$ cat config.mk
export PLATFORM = sky130hd
export DESIGN_NAME = seq_control
export DESIGN_NICKNAME = d
export VERILOG_FILES = /design/src/rtl/seq_control.sv
export SDC_FILE = /design/constraint.sdc
export NUM_CORES = 1
export LEC_CHECK = 0
export ABC_AREA = 1
export CAP_MARGIN = 15
export CORE_MARGIN = 2
export CORE_UTILIZATION = 40
export CTS_CLUSTER_DIAMETER = 50
export DETAILED_ROUTE_END_ITERATION = 10
export PLACE_DENSITY = 0.74
export SETUP_SLACK_MARGIN = 0.2
export SYNTH_ARGS = -nofsm -noshare
export SYNTH_HDL_FRONTEND = slang
export SYNTH_SLANG_ARGS = --single-unit
$ cat constraint.sdc
create_clock -name clk -period 2.5 [get_ports clk]
set_clock_uncertainty 0.1 [all_clocks]
set_input_delay 0.25 -clock clk [delete_from_list [all_inputs] [get_ports clk]]
set_output_delay 0.25 -clock clk [all_outputs]
set_load 0.02 [all_outputs]
$ cat src/rtl/seq_control.sv
// seq_control: fetch/execute/memory/writeback sequencer for a 6-bit-opcode ALU datapath.
// Define SEQ_CONTROL_TIMEOUT_EN to enable the data-memory ack timeout and its sticky err flag.
module seq_control #(
    parameter int INSTR_W = 9,
    parameter int LUT_W   = 4,
    parameter int TIMEOUT = 15
) (
    input  logic               clk,
    input  logic               rst_n,
    input  logic               start,
    input  logic [INSTR_W-1:0] instr,
    input  logic               instr_valid,
    output logic               instr_ready,
    input  logic [2:0]         alu_flags,
    input  logic               dat_ack,
    output logic               dat_req,
    output logic [3:0]         alu_op,
    output logic               inv_b_mux,
    output logic               cin,
    output logic               b_or_1_mux,
    output logic               reg_wr_en,
    output logic               dat_wr_en,
    output logic               alu_or_reg_to_dat_sel,
    output logic               pc_inc_en,
    output logic               pc_jmp_en,
    output logic [LUT_W-1:0]   lut_pointer,
    output logic [2:0]         flags_q,
    output logic [2:0]         state,
    output logic               halted,
    output logic               err
);
    typedef enum logic [2:0] {IDLE = 3'd0, FETCH = 3'd1, EXEC = 3'd2, MEM = 3'd3, WB = 3'd4, HALT = 3'd5} state_t;
    state_t st, nxt;
    logic [INSTR_W-1:0] ir;
    logic [5:0] op;
    logic is_cmp, is_mov, is_add, is_sub, is_lsl, is_rol, is_and, is_or, is_xor;
    logic is_jge, is_jg, is_jmp, is_jgm, is_inc, is_lsl1, is_rol1, is_clr, is_not, is_lsr1;
    logic is_ld, is_st, is_halt, is_jump, is_wb, taken, c_f, z_f;
    assign op      = ir[INSTR_W-1 -: 6];
    assign is_cmp  = op[5:3] == 3'b000;
    assign is_mov  = op[5:3] == 3'b001;
    assign is_add  = op[5:1] == 5'b01000;
    assign is_sub  = op[5:1] == 5'b01001;
    assign is_lsl  = op[5:1] == 5'b01010;
    assign is_rol  = op[5:1] == 5'b01011;
    assign is_and  = op[5:1] == 5'b01100;
    assign is_or   = op[5:1] == 5'b01101;
    assign is_xor  = op[5:1] == 5'b01110;
    assign is_jge  = op[5:1] == 5'b10000;
    assign is_jg   = op[5:1] == 5'b10001;
    assign is_jmp  = op[5:1] == 5'b10010;
    assign is_jgm  = op[5:1] == 5'b10011;
    assign is_inc  = op == 6'b101000;
    assign is_lsl1 = op == 6'b101001;
    assign is_rol1 = op == 6'b101010;
    assign is_clr  = op == 6'b101011;
    assign is_not  = op == 6'b101100;
    assign is_lsr1 = op == 6'b101101;
    assign is_ld   = op == 6'b101110 || op == 6'b110000;
    assign is_st   = op == 6'b101111 || op == 6'b110001;
    assign is_halt = op == 6'b111111;
    assign is_jump = is_jge || is_jg || is_jmp || is_jgm;
    assign is_wb   = is_mov || is_add || is_sub || is_lsl || is_rol || is_and || is_or || is_xor ||
                     is_inc || is_lsl1 || is_rol1 || is_clr || is_not || is_lsr1;
    // Jumps resolve on the registered flags from the last cmp/sub, never on live ALU flags
    assign c_f   = flags_q[2];
    assign z_f   = flags_q[0];
    assign taken = (is_jge && !c_f) || (is_jg && !c_f && !z_f) || is_jmp || (is_jgm && (!c_f || z_f));
    assign state = st;
`ifdef SEQ_CONTROL_TIMEOUT_EN
    localparam int CW = $clog2(TIMEOUT + 1);
    logic [CW-1:0] cnt;
    logic          tmo, err_q;
    // An ack arriving on the final allowed cycle still wins over the timeout
    assign tmo = st == MEM && !dat_ack && cnt == CW'(TIMEOUT - 1);
    assign err = err_q;
    always_ff @(posedge clk or negedge rst_n) begin
        if (!rst_n) begin
            cnt   <= '0;
            err_q <= 1'b0;
        end else begin
            cnt <= st == MEM ? cnt + 1'b1 : '0;
            if (tmo) err_q <= 1'b1;
        end
    end
`else
    assign err = 1'b0;
`endif
    always_comb begin
        nxt                   = st;
        instr_ready           = 1'b0;
        dat_req               = 1'b0;
        dat_wr_en             = 1'b0;
        alu_or_reg_to_dat_sel = 1'b0;
        reg_wr_en             = 1'b0;
        pc_inc_en             = 1'b0;
        pc_jmp_en             = 1'b0;
        lut_pointer           = '0;
        halted                = 1'b0;
        alu_op                = 4'd0;
        inv_b_mux             = 1'b0;
        cin                   = 1'b0;
        b_or_1_mux            = 1'b0;
        if (st == EXEC || st == WB) begin
            alu_op = (is_add || is_inc)   ? 4'b0001 :
                     (is_sub || is_cmp)   ? 4'b0010 :
                     (is_lsl || is_lsl1)  ? 4'b0011 :
                     is_lsr1              ? 4'b0100 :
                     (is_rol || is_rol1)  ? 4'b0101 :
                     is_and               ? 4'b0111 :
                     is_or                ? 4'b1000 :
                     is_xor               ? 4'b1001 :
                     is_not               ? 4'b1010 :
                     is_clr               ? 4'b1011 : 4'b0000;
            inv_b_mux  = is_sub || is_cmp;
            cin        = is_sub || is_cmp;
            b_or_1_mux = is_inc || is_lsl1 || is_rol1 || is_lsr1;
        end
        case (st)
            IDLE:  nxt = start ? FETCH : IDLE;
            FETCH: begin
                instr_ready = 1'b1;
                nxt         = instr_valid ? EXEC : FETCH;
            end
            EXEC: begin
                lut_pointer = is_jump ? ir[LUT_W-1:0] : '0;
                if (is_halt) nxt = HALT;
                else if (is_ld || is_st) nxt = MEM;
                else if (is_wb) nxt = WB;
                else begin
                    nxt       = FETCH;
                    pc_jmp_en = taken;
                    pc_inc_en = !taken;
                end
            end
            MEM: begin
                dat_req               = 1'b1;
                dat_wr_en             = is_st;
                alu_or_reg_to_dat_sel = is_ld;
                if (dat_ack) begin
                    nxt       = is_ld ? WB : FETCH;
                    pc_inc_en = !is_ld;
                end
`ifdef SEQ_CONTROL_TIMEOUT_EN
                else if (tmo) nxt = HALT;
`endif
            end
            WB: begin
                reg_wr_en = 1'b1;
                pc_inc_en = 1'b1;
                nxt       = FETCH;
            end
            HALT:    halted = 1'b1;
            default: nxt = IDLE;
        endcase
    end
    always_ff @(posedge clk or negedge rst_n) begin
        if (!rst_n) begin
            st      <= IDLE;
            ir      <= '0;
            flags_q <= '0;
        end else begin
            st <= nxt;
            if (st == FETCH && instr_valid) ir <= instr;
            if (st == EXEC && (is_cmp || is_sub)) flags_q <= alu_flags;
        end
    end
endmodule

==> metrics.txt <==
status complete, no violations; clk slew on worst S/H paths 90 ps; max-slew violations 0; CP arrival 1850 ps; Synth area leader dfrtp_1; Initial Utilization between 40% and 50%; Mapped Avg Cell Area 6.59 um2; count leader, synth nand2_1; Die Span X 57.1 um; htree depth 1; crit-path max FO 6; Clock Root Buffer clkbuf_4; largest net degree at the start of global routing 17; worst rel slew slack 52.7%; Synth Net Count 188; chip height 57.1 um; Synth area leaders dfrtp_1, nand2_1, nor2_1, inv_1, a21oi_1; crit start category flip-flop; CTS Hold Buffers Added 0; fraction of layout cells with a size suffix above 1 15.1%; Post-synth EDFFs 0; Tcrit/Tclk final 88.1%; DR vias 1273; antenna diode instance count 0; CP max stage cell dfrtp_1; RSZ-0062 raised after global routing true; clock buffer depth 2; Worst-Margin Slew 708 ps; worst path bufs/invs 2; total gr overflow 0; Min Hold Slack about 280 ps; Max VDD drop ~0.00074 V; initial antenna violation count 0; CP startpoint ir[6]$_DFFE_PN0P_; drt initial violations 27; final hold violation count 0; I/O pin count 43; main flop type after synthesis dfrtp_1; top cells by count, synth nand2_1, nor2_1, inv_1, dfrtp_1, a21oi_1; Seq/Total Area, Yosys 33.3%; maxcap violations 0; Worst-Skew Late Latency 290 ps; die footprint between 3000 and 4000 um2; cell area power density about 1100 nW/um2; first-pass GRT wire length 5.31 mm; crit-path leading delay family simple AND/OR/NAND/NOR gates; total routed wirelength approximately 3.2 mm; distinct cell type count after synthesis 23; # clock sinks 15; Post-Synthesis Cell Area roughly 1100 um2; pre-CTS WS 196 ps; row count 19; Final setup violation count 0; core footprint between 2000 and 3000 um2; Yosys top cell area share 33.3%; Sum Neg Setup Slack 0 ps; Layout Utilization between 50% and 60%; final worst setup slack 297 ps; routability congestion estimate 1.06; Mapped Cells 171; layout net count 230; leakage power between 0.0008 and 0.0009 uW; Peak Freq 454 MHz; DRC violation count after routing 0; PnR Total Power roughly 1700 uW; Layout area overhead 39.4%; Largest stage delay, worst path roughly 460 ps; total CTS buffers 3; crit-path cells inv_2 > nor2_1 > nand3b_1 > nand2_1 > nor2_1 > and2_1 > nand4_1 > nand2_1 > clkbuf_2; Post-CTS Setup Bufs 0; Antenna Nets Post-Route 0; dpl hpwl 2.47 mm; vias in the first global route 1249; critical path required time 2150 ps; Async SR Flop Fraction 100%; Total Routing Usage GR 20.8%; Reg-to-Reg Start ir[4]$_DFFE_PN0P_; Worst Setup End Kind output port; routed len/inst approximately 13 um; I/O Buffers roughly 40; Pre-Repair DR Iteration Count 4; FILL cells around 260; Seq cells post-synth 15; synth warn 0; Final Critical Period 2200 ps; Crit Path Class flip-flop to output port; Worst Hold Class input port to asynchronous set/reset pin; CTS tree done; vias per std cell 5.24
## state kept, by name (all words and copies together) (netlist names)
register  flops
flags_q       3
ir            9
state         3
## metrics by stage
step	cells	area (um2)
after detailed placement	239	1550
after global placement	239	1550
after floorplan	171	1130
after global routing	243	1570
after CTS	243	1570
final	243	1570
## timing repair
item | in CTS | in global routing
setup endpoints to repair | 15 | 11
pin swaps | 0 | 0
gates resized for setup | 19 | 19
## layout by cell type, fill, tap and decap left out
cell             Yosys  final
clkbuf_2             0      5
a21oi_1             14     14
nor3_2               0      2
o211ai_1             1      1
nor2_2               1      3
inv_4                0      1
nand2_1             44     44
dfrtp_2              0      4
o221ai_1             1      1
inv_1               19     18
dlygate4sd2_1        0      7
nand4_1              4      4
o21ai_1              0      1
mux2_2               3      3
inv_2                5      5
nor3_4               3      3
conb_1               1      1
nor2_1              28     26
clkdlybuf4s15_1      0      1
o21ai_0              7      6
nand3b_1             3      3
clkbuf_1             0      1
dlymetal6s2s_1       0      2
nor2_4               1      1
a41oi_1              1      1
clkbuf_4             0      3
clkdlybuf4s50_1      0     26
dfrtp_1             15     11
nand2_2              2      2
nand3_1              8      8
nor3_1               5      3
and2_1               1      1
## per-layer routing
layer,part of all wire (%),up-vias,global-route usage (%),wire length (um)
met5,0,-,0,0
met4,3.0,0,12.3,94
met3,6.5,9,3.63,206
met2,48,56,33.5,1520
met1,42,575,26.1,1340
li1,-,633,-,-
## layout make-up
class | count | area, um2 | share of cell area [%]
Clock buffer | 4 | 26.3 | 1.67
Multi-Input combinational cell | 128 | 651 | 41.4
Tap cell | 31 | 38.8 | 2.47
Inverter | 24 | 92.6 | 5.90
Sequential cell | 15 | 380 | 24.2
Timing Repair Buffer | 41 | 382 | 24.3
## path summary, 6_finish.rpt
check	cells after the start	endpoint	slack, ps
max	9	pc_inc_en	300
min	1	state[0]$_DFFE_PN0P_	280
max reg2reg	6	flags_q[0]$_DFFE_PN0P_	910
min reg2reg	1	ir[2]$_DFFE_PN0P_	410
max in group asynchronous	1	ir[7]$_DFFE_PN0P_	1530
min in group clk	3	flags_q[1]$_DFFE_PN0P_	400
## logic make-up after synthesis
family | after synthesis | share of synthesized area (%)
flip-flops | 15 | 33.3
multiplexers | 3 | 3.00
buffers and inverters | 28 | 10.2
other | 1 | 0.333
AND/OR/NAND/NOR | 100 | 41.6
AO/OA/AOI/OAI | 24 | 11.6
## power breakdown
part | internal [uW] | switching (uW)
Sequential | 362 | 164
Clock | 62.1 | 78.8
Combinational | 400 | 651
Note: power is estimated with default switching activity, not from simulation.
